===== src/rtl/uart_rx_deser.sv =====
`default_nettype none
// ============================================================================
// Module : uart_rx_deser
// Brief  : 8N1 UART receiver with valid/ready byte output and sticky error
//          flags. Optional even-parity check via `UART_RX_PARITY_EN.
// Rev    : 1.0
// ============================================================================
module uart_rx_deser #(
    parameter int PRESC_W   = 16,
    parameter int MIN_PRESC = 4
) (
    input  logic               clk,
    input  logic               reset_n,
    input  logic               enable,
    input  logic [PRESC_W-1:0] baud_prescaler,
    input  logic               rx,
    output logic [7:0]         data_o,
    output logic               valid,
    input  logic               ready,
    output logic               frame_error,
    output logic               overrun,
`ifdef UART_RX_PARITY_EN
    output logic               parity_error,
`endif
    input  logic               clear_flags
);

    localparam logic [2:0] S_IDLE   = 3'd0;
    localparam logic [2:0] S_START  = 3'd1;
    localparam logic [2:0] S_DATA   = 3'd2;
    localparam logic [2:0] S_STOP   = 3'd3;
`ifdef UART_RX_PARITY_EN
    localparam logic [2:0] S_PARITY = 3'd4;
`endif
    localparam logic [PRESC_W-1:0] c_one       = {{(PRESC_W-1){1'b0}}, 1'b1};
    localparam logic [PRESC_W-1:0] c_min_presc = PRESC_W'(MIN_PRESC);

    logic               rx_meta_q, rx_s_q;
    logic [2:0]         state_q, state_d;
    logic [PRESC_W-1:0] cnt_q, cnt_d;
    logic [PRESC_W-1:0] p_q, p_d;
    logic [2:0]         idx_q, idx_d;
    logic [7:0]         shreg_q, shreg_d;
    logic               armed_q, armed_d;
    logic               deliver_q, deliver_d;
    logic [7:0]         data_q;
    logic               valid_q, ferr_q, ovr_q;

    logic [PRESC_W-1:0] w_p_eff, w_half_last;
    logic               w_bit_end, w_ferr_set, w_ovr_set;
`ifdef UART_RX_PARITY_EN
    logic               par_q, par_d, perr_q, w_perr_set, w_par_bad;
    assign w_par_bad    = ^{shreg_q, par_q};
    assign parity_error = perr_q;
`endif

    assign w_p_eff     = (baud_prescaler < c_min_presc) ? c_min_presc : baud_prescaler;
    assign w_half_last = (p_q >> 1) - c_one;
    assign w_bit_end   = (cnt_q == (p_q - c_one));
    // A delivery against an unconsumed byte drops the new byte.
    assign w_ovr_set   = deliver_q & valid_q & ~ready;

    always_comb begin
        state_d    = state_q;
        cnt_d      = cnt_q;
        p_d        = p_q;
        idx_d      = idx_q;
        shreg_d    = shreg_q;
        armed_d    = armed_q;
        deliver_d  = 1'b0;
        w_ferr_set = 1'b0;
`ifdef UART_RX_PARITY_EN
        par_d      = par_q;
        w_perr_set = 1'b0;
`endif
        if (!enable) begin
            state_d = S_IDLE;
            if (rx_s_q) armed_d = 1'b1;
        end else begin
            case (state_q)
                S_IDLE: begin
                    if (rx_s_q) armed_d = 1'b1;
                    if (armed_q && !rx_s_q) begin
                        state_d = S_START;
                        cnt_d   = '0;
                        p_d     = w_p_eff;
                    end
                end
                S_START: begin
                    if (cnt_q == w_half_last) begin
                        cnt_d   = '0;
                        idx_d   = 3'd0;
                        state_d = rx_s_q ? S_IDLE : S_DATA;
                    end else begin
                        cnt_d = cnt_q + c_one;
                    end
                end
                S_DATA: begin
                    if (w_bit_end) begin
                        cnt_d   = '0;
                        shreg_d = {rx_s_q, shreg_q[7:1]};
                        idx_d   = idx_q + 3'd1;
`ifdef UART_RX_PARITY_EN
                        if (idx_q == 3'd7) state_d = S_PARITY;
`else
                        if (idx_q == 3'd7) state_d = S_STOP;
`endif
                    end else begin
                        cnt_d = cnt_q + c_one;
                    end
                end
`ifdef UART_RX_PARITY_EN
                S_PARITY: begin
                    if (w_bit_end) begin
                        cnt_d   = '0;
                        par_d   = rx_s_q;
                        state_d = S_STOP;
                    end else begin
                        cnt_d = cnt_q + c_one;
                    end
                end
`endif
                S_STOP: begin
                    if (w_bit_end) begin
                        cnt_d   = '0;
                        state_d = S_IDLE;
                        // A low stop disarms so a held break cannot retrigger.
                        if (!rx_s_q) begin
                            w_ferr_set = 1'b1;
                            armed_d    = 1'b0;
                        end
`ifdef UART_RX_PARITY_EN
                        else if (w_par_bad) w_perr_set = 1'b1;
`endif
                        else deliver_d = 1'b1;
                    end else begin
                        cnt_d = cnt_q + c_one;
                    end
                end
                default: state_d = S_IDLE;
            endcase
        end
    end

    always_ff @(posedge clk or negedge reset_n) begin
        if (!reset_n) begin
            rx_meta_q <= 1'b1;
            rx_s_q    <= 1'b1;
            state_q   <= S_IDLE;
            cnt_q     <= '0;
            p_q       <= c_min_presc;
            idx_q     <= 3'd0;
            shreg_q   <= 8'h00;
            armed_q   <= 1'b1;
            deliver_q <= 1'b0;
            data_q    <= 8'h00;
            valid_q   <= 1'b0;
            ferr_q    <= 1'b0;
            ovr_q     <= 1'b0;
`ifdef UART_RX_PARITY_EN
            par_q     <= 1'b0;
            perr_q    <= 1'b0;
`endif
        end else begin
            rx_meta_q <= rx;
            rx_s_q    <= rx_meta_q;
            state_q   <= state_d;
            cnt_q     <= cnt_d;
            p_q       <= p_d;
            idx_q     <= idx_d;
            shreg_q   <= shreg_d;
            armed_q   <= armed_d;
            deliver_q <= deliver_d;
            if (deliver_q) begin
                if (!valid_q || ready) begin
                    data_q  <= shreg_q;
                    valid_q <= 1'b1;
                end
            end else if (valid_q && ready) begin
                valid_q <= 1'b0;
            end
            ferr_q <= w_ferr_set | (ferr_q & ~clear_flags);
            ovr_q  <= w_ovr_set  | (ovr_q  & ~clear_flags);
`ifdef UART_RX_PARITY_EN
            par_q  <= par_d;
            perr_q <= w_perr_set | (perr_q & ~clear_flags);
`endif
        end
    end

    assign data_o      = data_q;
    assign valid       = valid_q;
    assign frame_error = ferr_q;
    assign overrun     = ovr_q;

endmodule
`default_nettype wire

===== config.mk =====
export PLATFORM = sky130hd
export DESIGN_NAME = uart_rx_deser
export DESIGN_NICKNAME = d
export VERILOG_FILES = /design/src/rtl/uart_rx_deser.sv
export SDC_FILE = /design/constraint.sdc
export NUM_CORES = 1
export LEC_CHECK = 0
export CAP_MARGIN = 20
export CORE_ASPECT_RATIO = 0.9
export CORE_MARGIN = 10
export CORE_UTILIZATION = 50
export DETAILED_ROUTE_END_ITERATION = 12
export PLACE_DENSITY = 0.68
export REMOVE_ABC_BUFFERS = 1
export SLEW_MARGIN = 25
export SYNTH_ARGS = -nofsm -noshare
export SYNTH_HDL_FRONTEND = slang
export SYNTH_SLANG_ARGS = --single-unit

===== constraint.sdc =====
create_clock -name clk -period 4.7 [get_ports clk]
set_input_delay 0.94 -clock clk [delete_from_list [all_inputs] [get_ports clk]]
set_output_delay 0.94 -clock clk [all_outputs]
set_load 0.01 [all_outputs]

==> key figures, run 1 <==
GRT
  • Initial antenna violation count: 0
  • Largest net degree at the start of global routing: 61
  • Total GRT Usage: 0.159
  • First-pass GRT wire length: 15.6 mm
  • Number of global-route vias before repair: 3164
  • Grt ovf: 0

Hold path
  • Hold wc startpoint: rx_meta_q
  • Worst Hold End: rx_s_q
  • Type of the tightest min-delay check: register to register
  • Hold Path Cell Cnt: 0

Synthesis
  • Post-synth top cells: 56 x dfrtp_1, 51 x nand2_1, 30 x mux2_2, 27 x nor2_1, 23 x xnor2_1
  • Register area share after synthesis: 0.382
  • Post-synth EDFFs: 0
  • Post-synthesis cell area: between 3000 and 4000 µm²
  • Top-count cell post-synth: dfrtp_1
  • Main synth FF type: dfrtp_1
  • Multiplexer share of the synthesized area: 0.105
  • Yosys warning count: 0
  • Netlist cell types: 56
  • Main combinational cell family by area after synthesis: simple AND/OR/NAND/NOR gates
  • Post-synth ARST share: 1.00
  • Main area contributors after synthesis: dfrtp_1 36%, mux2_2 8.6%, xnor2_1 5.1%
  • Cell taking the most area after synthesis: dfrtp_1
  • Seq cells post-synth: 60
  • Compound-cell area share of the yosys netlist: 0.112
  • Xor-xnor portion of the synthesized cell area: 0.0889
  • Avg Cell Area, Syn: 9.30 µm²
  • Post-synthesis cell count: 424
  • Simple-gate share of the synthesized area: 0.236
  • Yosys top cell area share: 0.355
  • Post-Synth Adder-Cell Area: 0.0317

Timing
  • Fin. Hold Viols: 0
  • Final worst hold slack: 0.358 ns
  • Fin Setup TNS: 0 ns
  • Unrepaired setup endpoints after global routing: no
  • Final period util: 0.839
  • Final Critical Period: 3.94 ns
  • Worst slew pin tran: a little over 1 ns
  • Worst slew margin: 0.330
  • Slew Limit Fails: 0
  • Clock skew after layout: between 0.01 and 0.015 ns
  • # setup viols final: 0
  • Fmax: between 200 and 300 MHz

Critical path
  • CP max stage delay: 0.75 ns
  • Worst EP required: slightly below 5 ns
  • CP Class: register to register
  • R2R depth: 10
  • Worst setup SP type: register
  • FF-to-FF setup slack: 0.76 ns
  • Start point of the critical path: p_q[1]
  • Cells along the critical path: inv_1 -> ha_1 -> nor4b_1 -> xnor2_1 -> nand3_1 -> or4_4 -> nor4b_4 -> a21oi_1 -> o21ai_0 -> o21ai_0
  • Critical Path Sink Type: register
  • Crit path DAT: a little over 4 ns
  • Crit-path max FO: 12
  • R2R Path End: cnt_q[9]
  • Reg2reg start: p_q[1]
  • Worst path slowest cell: nor4b_1
  • Crit-path most repeated cell: o21ai_0

Drt
  • DR WL met3: 586 µm
  • Routed vias/inst: about 5.8
  • Metal2 WL: about 4.1 mm
  • WL/cell: ~17 µm
  • Top sig layer: met4
  • Drc violations: 0
  • Detailed Route WL: ~9.1 mm
  • Vias: 3154
  • Met1 WL: about 4.2 mm
  • Routed Antenna Nets: 0
  • 1st-iter DRT viols: 279
  • DRT Pass-1 Iters: 4

Placed design
  • Routability cong.: between 0.9 and 1
  • Post-DP HPWL: 6.77 mm
  • Port Buffers: 32
  • DP Area: approximately 4300 µm²

Floorplanning
  • Die X: between 100 and 150 µm
  • Io pins: 33
  • Row cnt: 30
  • Die area: 11800 µm²
  • Die Y: 104 µm
  • Core Box Area: 7620 µm²
  • Initial Utilization: 0.517

Pwr
  • Static Leakage: 0.00191 µW
  • P per Cell Area: 450 nW/µm²
  • VDD IR max: 0.323 mV

Layout
  • Fin nets: 476
  • Diodes inserted: 0
  • Post-synthesis to final-layout area growth: 13.3%
  • Ratio of cells with drive above 1 in the final layout: 0.147
  • Final Cell Area: about 4500 µm²

Clock network
  • CTS tree: built
  • Num CTS Buffers: 9
  • Clock latency at the later pin of the worst-skew pair: 0.35 ns
  • CTS sink count: 60
  • Clock tree buffer depth: 2
  • CTS root buffer: clkbuf_8
  • CTS clk-pin slew, worst paths: 0.07 ns
  • Setup Buffers After CTS: 0
  • Hold buffers post-CTS: 0
  • CTS resizes: 0
  • H-tree Lvls: 3

Job
  • Max cap viols: 0

Status
  • Status: finished, final reports clean
-- cells by family after synthesis --
logic type,count (synthesis)
xor gates and xnor gates,40
adders and majority gates,10
DFF,60
buffers and inverters,43
muxes,37
AOI/OAI and AO/OA,63
and+or+nand+nor,171
-- how the worst max path moves through the flow --
| stage | end | slack, ns | cells after the start |
|---|---|---|---|
| after floorplan | idx_q[0] | 1.39 | 10 |
| after global placement | cnt_q[13] | 0.96 | 10 |
| after detailed placement | cnt_q[9] | 0.78 | 10 |
| after CTS | cnt_q[9] | 0.72 | 10 |
| after global routing | cnt_q[1] | 0.36 | 10 |
| final | cnt_q[9] | 0.76 | 10 |
-- routing by layer --
| metal | vias up | GRT usage |
|---|---|---|
| met5 | - | 0 |
| met4 | 0 | 0.0589 |
| met3 | 16 | 0.0375 |
| met2 | 80 | 0.239 |
| met1 | 1505 | 0.216 |
| li1 | 1553 | - |
-- worst max-delay path: cells and delay by family (launching register included) --
| family | cells | cell delay (ns) |
|---|---|---|
| adder cells (fa/ha/maj) | 1 | 0.28 |
| AO/OA/AOI/OAI | 3 | 1.03 |
| XOR/XNOR | 1 | 0.22 |
| flip-flops | 1 | 0.42 |
| AND/OR/NAND/NOR | 4 | 1.75 |
| buffers and inverters | 1 | 0.09 |
-- state kept, by name, summed over array words and instances (netlist names) --
register     count
cnt_q           16
shreg_q          8
rx_meta_q        1
data_o           8
idx_q            3
valid            1
overrun          1
deliver_q        1
p_q             16
rx_s_q           1
armed_q          1
state_q          2
frame_error      1
-- through the flow --
stage	std cells	utilization	total power, µW	worst slack, ns
after floorplan	398	-	1360	1.39
after global routing	545	0.586	2160	0.360
after detailed placement	529	0.563	1590	0.776
after global placement	529	0.563	1560	0.959
final	545	0.586	2010	0.758
after CTS	545	0.586	2020	0.724
-- area by class of cell --
cell class | count | area (µm²)
multi-input combinational | 321 | 2260
timing repair buffer | 35 | 338
clock inverter | 7 | 52.6
sequential | 60 | 1510
tap | 96 | 120
inverter | 17 | 63.8
fill | 648 | 3150
clock buffer | 9 | 124
-- cell usage in the layout, fill, tap and decap left out, types with 8 or more instances in the layout --
cell	n
and2_1	8
nand3_1	17
nand2_1	51
mux2_2	30
clkbuf_8	9
ha_1	10
a21oi_1	9
clkdlybuf4s50_1	31
and3_1	9
o21ai_0	14
dfrtp_1	56
nor2_1	27
o221ai_1	12
xnor2_1	23
xor2_1	17
inv_1	17
-- power by group --
group          switching, µW  total, µW  internal, µW
Clock                    226        419           193
Combinational            411        772           361
Sequential               215        818           603
Power figures use the tool's default switching activity.
==> run 2: changes to the inputs <==
Clock period 4.7 ns to 4 ns, I/O delays scaled along.
==> run 2 against run 1 <==
- clock skew is 0.0026 ns lower
- sequential share of layout area is 0.50 points lower
- hold slack hardly changed
- via count is 0.86% higher
- worst setup slack worse by 0.32 ns
- sequential cell count stayed put
- wire length is 1.9% higher
- combinational power is 21% higher
- maximum frequency is 11% higher
- total power is 23% higher
==> key figures, run 2 (synthesis results as in run 1) <==
Floorplanning
  • Row cnt: 30 (unchanged)
  • Core Box Area: 7620 µm² (unchanged)
  • Die area: 11800 µm² (unchanged)
  • Die Y: 104 µm (unchanged)
  • Io pins: 33 (unchanged)
  • Initial Utilization: 0.517 (unchanged)
  • Die X: 114 µm (unchanged)

Timing
  • Final Critical Period: 3.56 ns (was 3.94 ns)
  • Fin. Hold Viols: 0 (unchanged)
  • Final period util: 0.890 (was 0.839)
  • # setup viols final: 0 (unchanged)
  • Fmax: 281 MHz (was 254 MHz)
  • Worst slew pin tran: 0.807 ns (was 1.01 ns)
  • Worst Slack Setup Final: 0.441 ns (was 0.758 ns)
  • Unrepaired setup endpoints after global routing: no (unchanged)
  • Fin Setup TNS: 0 ns (unchanged)
  • Slew Limit Fails: 0 (unchanged)
  • Clock skew after layout: 0.00762 ns (was 0.0103 ns)
  • Worst slew margin: 0.461 (was 0.330)

Drt
  • WL/cell: 16.9 µm (was 16.7 µm)
  • Routed Antenna Nets: 0 (unchanged)
  • Drc violations: 0 (unchanged)
  • Vias: 3181 (was 3154)
  • DRT Pass-1 Iters: 4 (unchanged)
  • 1st-iter DRT viols: 221 (was 279)
  • Routed vias/inst: 5.78 (was 5.79)
  • Detailed Route WL: 9.28 mm (was 9.10 mm)

Critical path
  • Worst path slowest cell: or4_4 (was nor4b_1)
  • Cells along the critical path: inv_1 -> ha_1 -> or3b_4 -> nor4_2 -> a21oi_1 -> or4_4 -> nor4b_4 -> nand2_2 -> nor2_2 -> mux2_2 (was inv_1 -> ha_1 -> nor4b_1 -> xnor2_1 -> nand3_1 -> or4_4 -> nor4b_4 -> a21oi_1 -> o21ai_0 -> o21ai_0)
  • CP Class: register to register (unchanged)
  • Reg2reg start: p_q[1] (unchanged)
  • Start point of the critical path: p_q[1] (unchanged)
  • Critical Path Sink Type: register (unchanged)
  • Crit-path max FO: 8 (was 12)
  • Crit path DAT: 3.80 ns (was 4.15 ns)
  • CP max stage delay: 0.57 ns (was 0.75 ns)
  • Worst EP required: 4.24 ns (was 4.90 ns)
  • Worst setup SP type: register (unchanged)

Layout
  • Fin nets: 481 (was 476)
  • Util after Layout: 0.595 (was 0.586)
  • Diodes inserted: 0 (unchanged)
  • Most frequent cells in the layout: 56 x dfrtp_1, 51 x nand2_1, 31 x clkdlybuf4s50_1 (unchanged)
  • Post-synthesis to final-layout area growth: 15.0% (was 13.3%)
  • Commonest non-fill, non-tap cell in the layout: dfrtp_1 (unchanged)
  • Ratio of cells with drive above 1 in the final layout: 0.156 (was 0.147)
  • Biggest regs: cnt_q: 16 flops, p_q: 16 flops (unchanged)
  • FILL cells: 668 (was 648)
  • Non-filler cells in the finished layout: 550 (was 545)

Clock network
  • Hold buffers post-CTS: 0 (unchanged)
  • CTS resizes: 0 (unchanged)
  • Setup Buffers After CTS: 0 (unchanged)
  • Num CTS Buffers: 9 (unchanged)
  • CTS clk-pin slew, worst paths: 0.08 ns (was 0.07 ns)
  • CTS root buffer: clkbuf_8 (unchanged)
  • CTS tree: built (unchanged)
  • H-tree Lvls: 3 (unchanged)
  • CTS sink count: 60 (unchanged)
  • Clock tree buffer depth: 2 (unchanged)
  • Clock latency at the later pin of the worst-skew pair: 0.35 ns (about the same)

Hold path
  • Hold wc startpoint: rx_meta_q (unchanged)
  • Type of the tightest min-delay check: register to register (unchanged)

GRT
  • Grt ovf: 0 (unchanged)
  • Total GRT Usage: 0.164 (was 0.159)
  • First-pass GRT wire length: 16.2 mm (was 15.6 mm)
  • Number of global-route vias before repair: 3145 (was 3164)
  • Initial antenna violation count: 0 (unchanged)
  • Largest net degree at the start of global routing: 34 (was 61)

Placed design
  • Port Buffers: 32 (unchanged)
  • Post-DP HPWL: 6.96 mm (was 6.77 mm)
  • Place WS: 0.507 ns (was 0.776 ns)
  • Cells after DPL: 534 (was 529)
  • Routability cong.: 0.934 (was 0.993)

Pwr
  • Logic gate share of total power: 0.376 (was 0.384)
  • Clock power frac: 0.236 (was 0.209)
  • Static Leakage: 0.00195 µW (was 0.00191 µW)
  • Sw frac: 0.416 (was 0.424)
  • Sw Pwr: 1030 µW (was 852 µW)
  • Pint: 1440 µW (was 1160 µW)
  • Sequential power share: 0.387 (was 0.407)
  • P per Cell Area: 545 nW/µm² (was 450 nW/µm²)
  • VDD IR max: 0.428 mV (was 0.323 mV)

Job
  • Max cap viols: 0 (unchanged)

Status
  • Status: finished, final reports clean (unchanged)
==> run 2: cell types whose count changed in the layout (fill, tap and decap cells not counted) <==
cell / previous run / this run
buf_4: 3 / 8
bufinv_16: 0 / 1
clkinv_2: 2 / 0
clkinv_4: 3 / 0
clkinvlp_4: 1 / 2
inv_6: 1 / 3
inv_8: 0 / 1
==> run 2: routing by layer <==
layer | vias up | GRT usage | share of wire
met5 | - | 0 | 0
li1 | 1557 | - | -
met3 | 8 | 0.0375 | 0.054
met4 | 0 | 0.0444 | 0.011
met1 | 1549 | 0.231 | 0.48
met2 | 67 | 0.244 | 0.45
==> run 2: through the flow <==
step	cell area [µm²]	total power (µW)	hold WS [ns]
6_report	4540	2470	0.358
5_1_grt	4540	2650	0.362
4_1_cts	4540	2480	0.359
3_5_place_dp	4330	1890	0.347
3_3_place_gp	4330	1870	0.347
2_1_floorplan	3830	1600	0.345
==> run 2: worst paths after layout <==
kind / to / slack, ns / cells past startpoint
max reg2reg: shreg_q[2] / 0.44 / 10
min: rx_s_q / 0.36 / 0
max in group asynchronous: armed_q / 2.60 / 2
max: shreg_q[2] / 0.44 / 10
min reg2reg: rx_s_q / 0.36 / 0
min in group asynchronous: p_q[0] / 0.51 / 1
==> run 2: final cells by class <==
cell class / count / area [µm²] / share of cell area
clock inverter: 7 / 82.6 / 0.0182
tap: 96 / 120 / 0.0265
inverter: 17 / 63.8 / 0.0141
clock buffer: 9 / 124 / 0.0273
timing repair buffer: 40 / 375 / 0.0828
sequential: 60 / 1510 / 0.332
multi-input combinational: 321 / 2260 / 0.499
==> run 2: power groups by stage <==
stage | combinational (µW) | clock, µW | sequential (µW)
after global routing | 1040 | 631 | 983
after global placement | 910 | 0 | 964
after detailed placement | 922 | 0 | 967
final | 931 | 584 | 959
after CTS | 931 | 598 | 953
after floorplan | 702 | 0 | 894
==> run 2: critical path: cells and delay by family, from the launching register on <==
kind / cells / cell delay [ns]
muxes: 1 / 0.38
buffers and inverters: 1 / 0.09
and+or+nand+nor: 6 / 2.09
adders and majority gates: 1 / 0.29
AOI/OAI and AO/OA: 1 / 0.17
DFF: 1 / 0.42
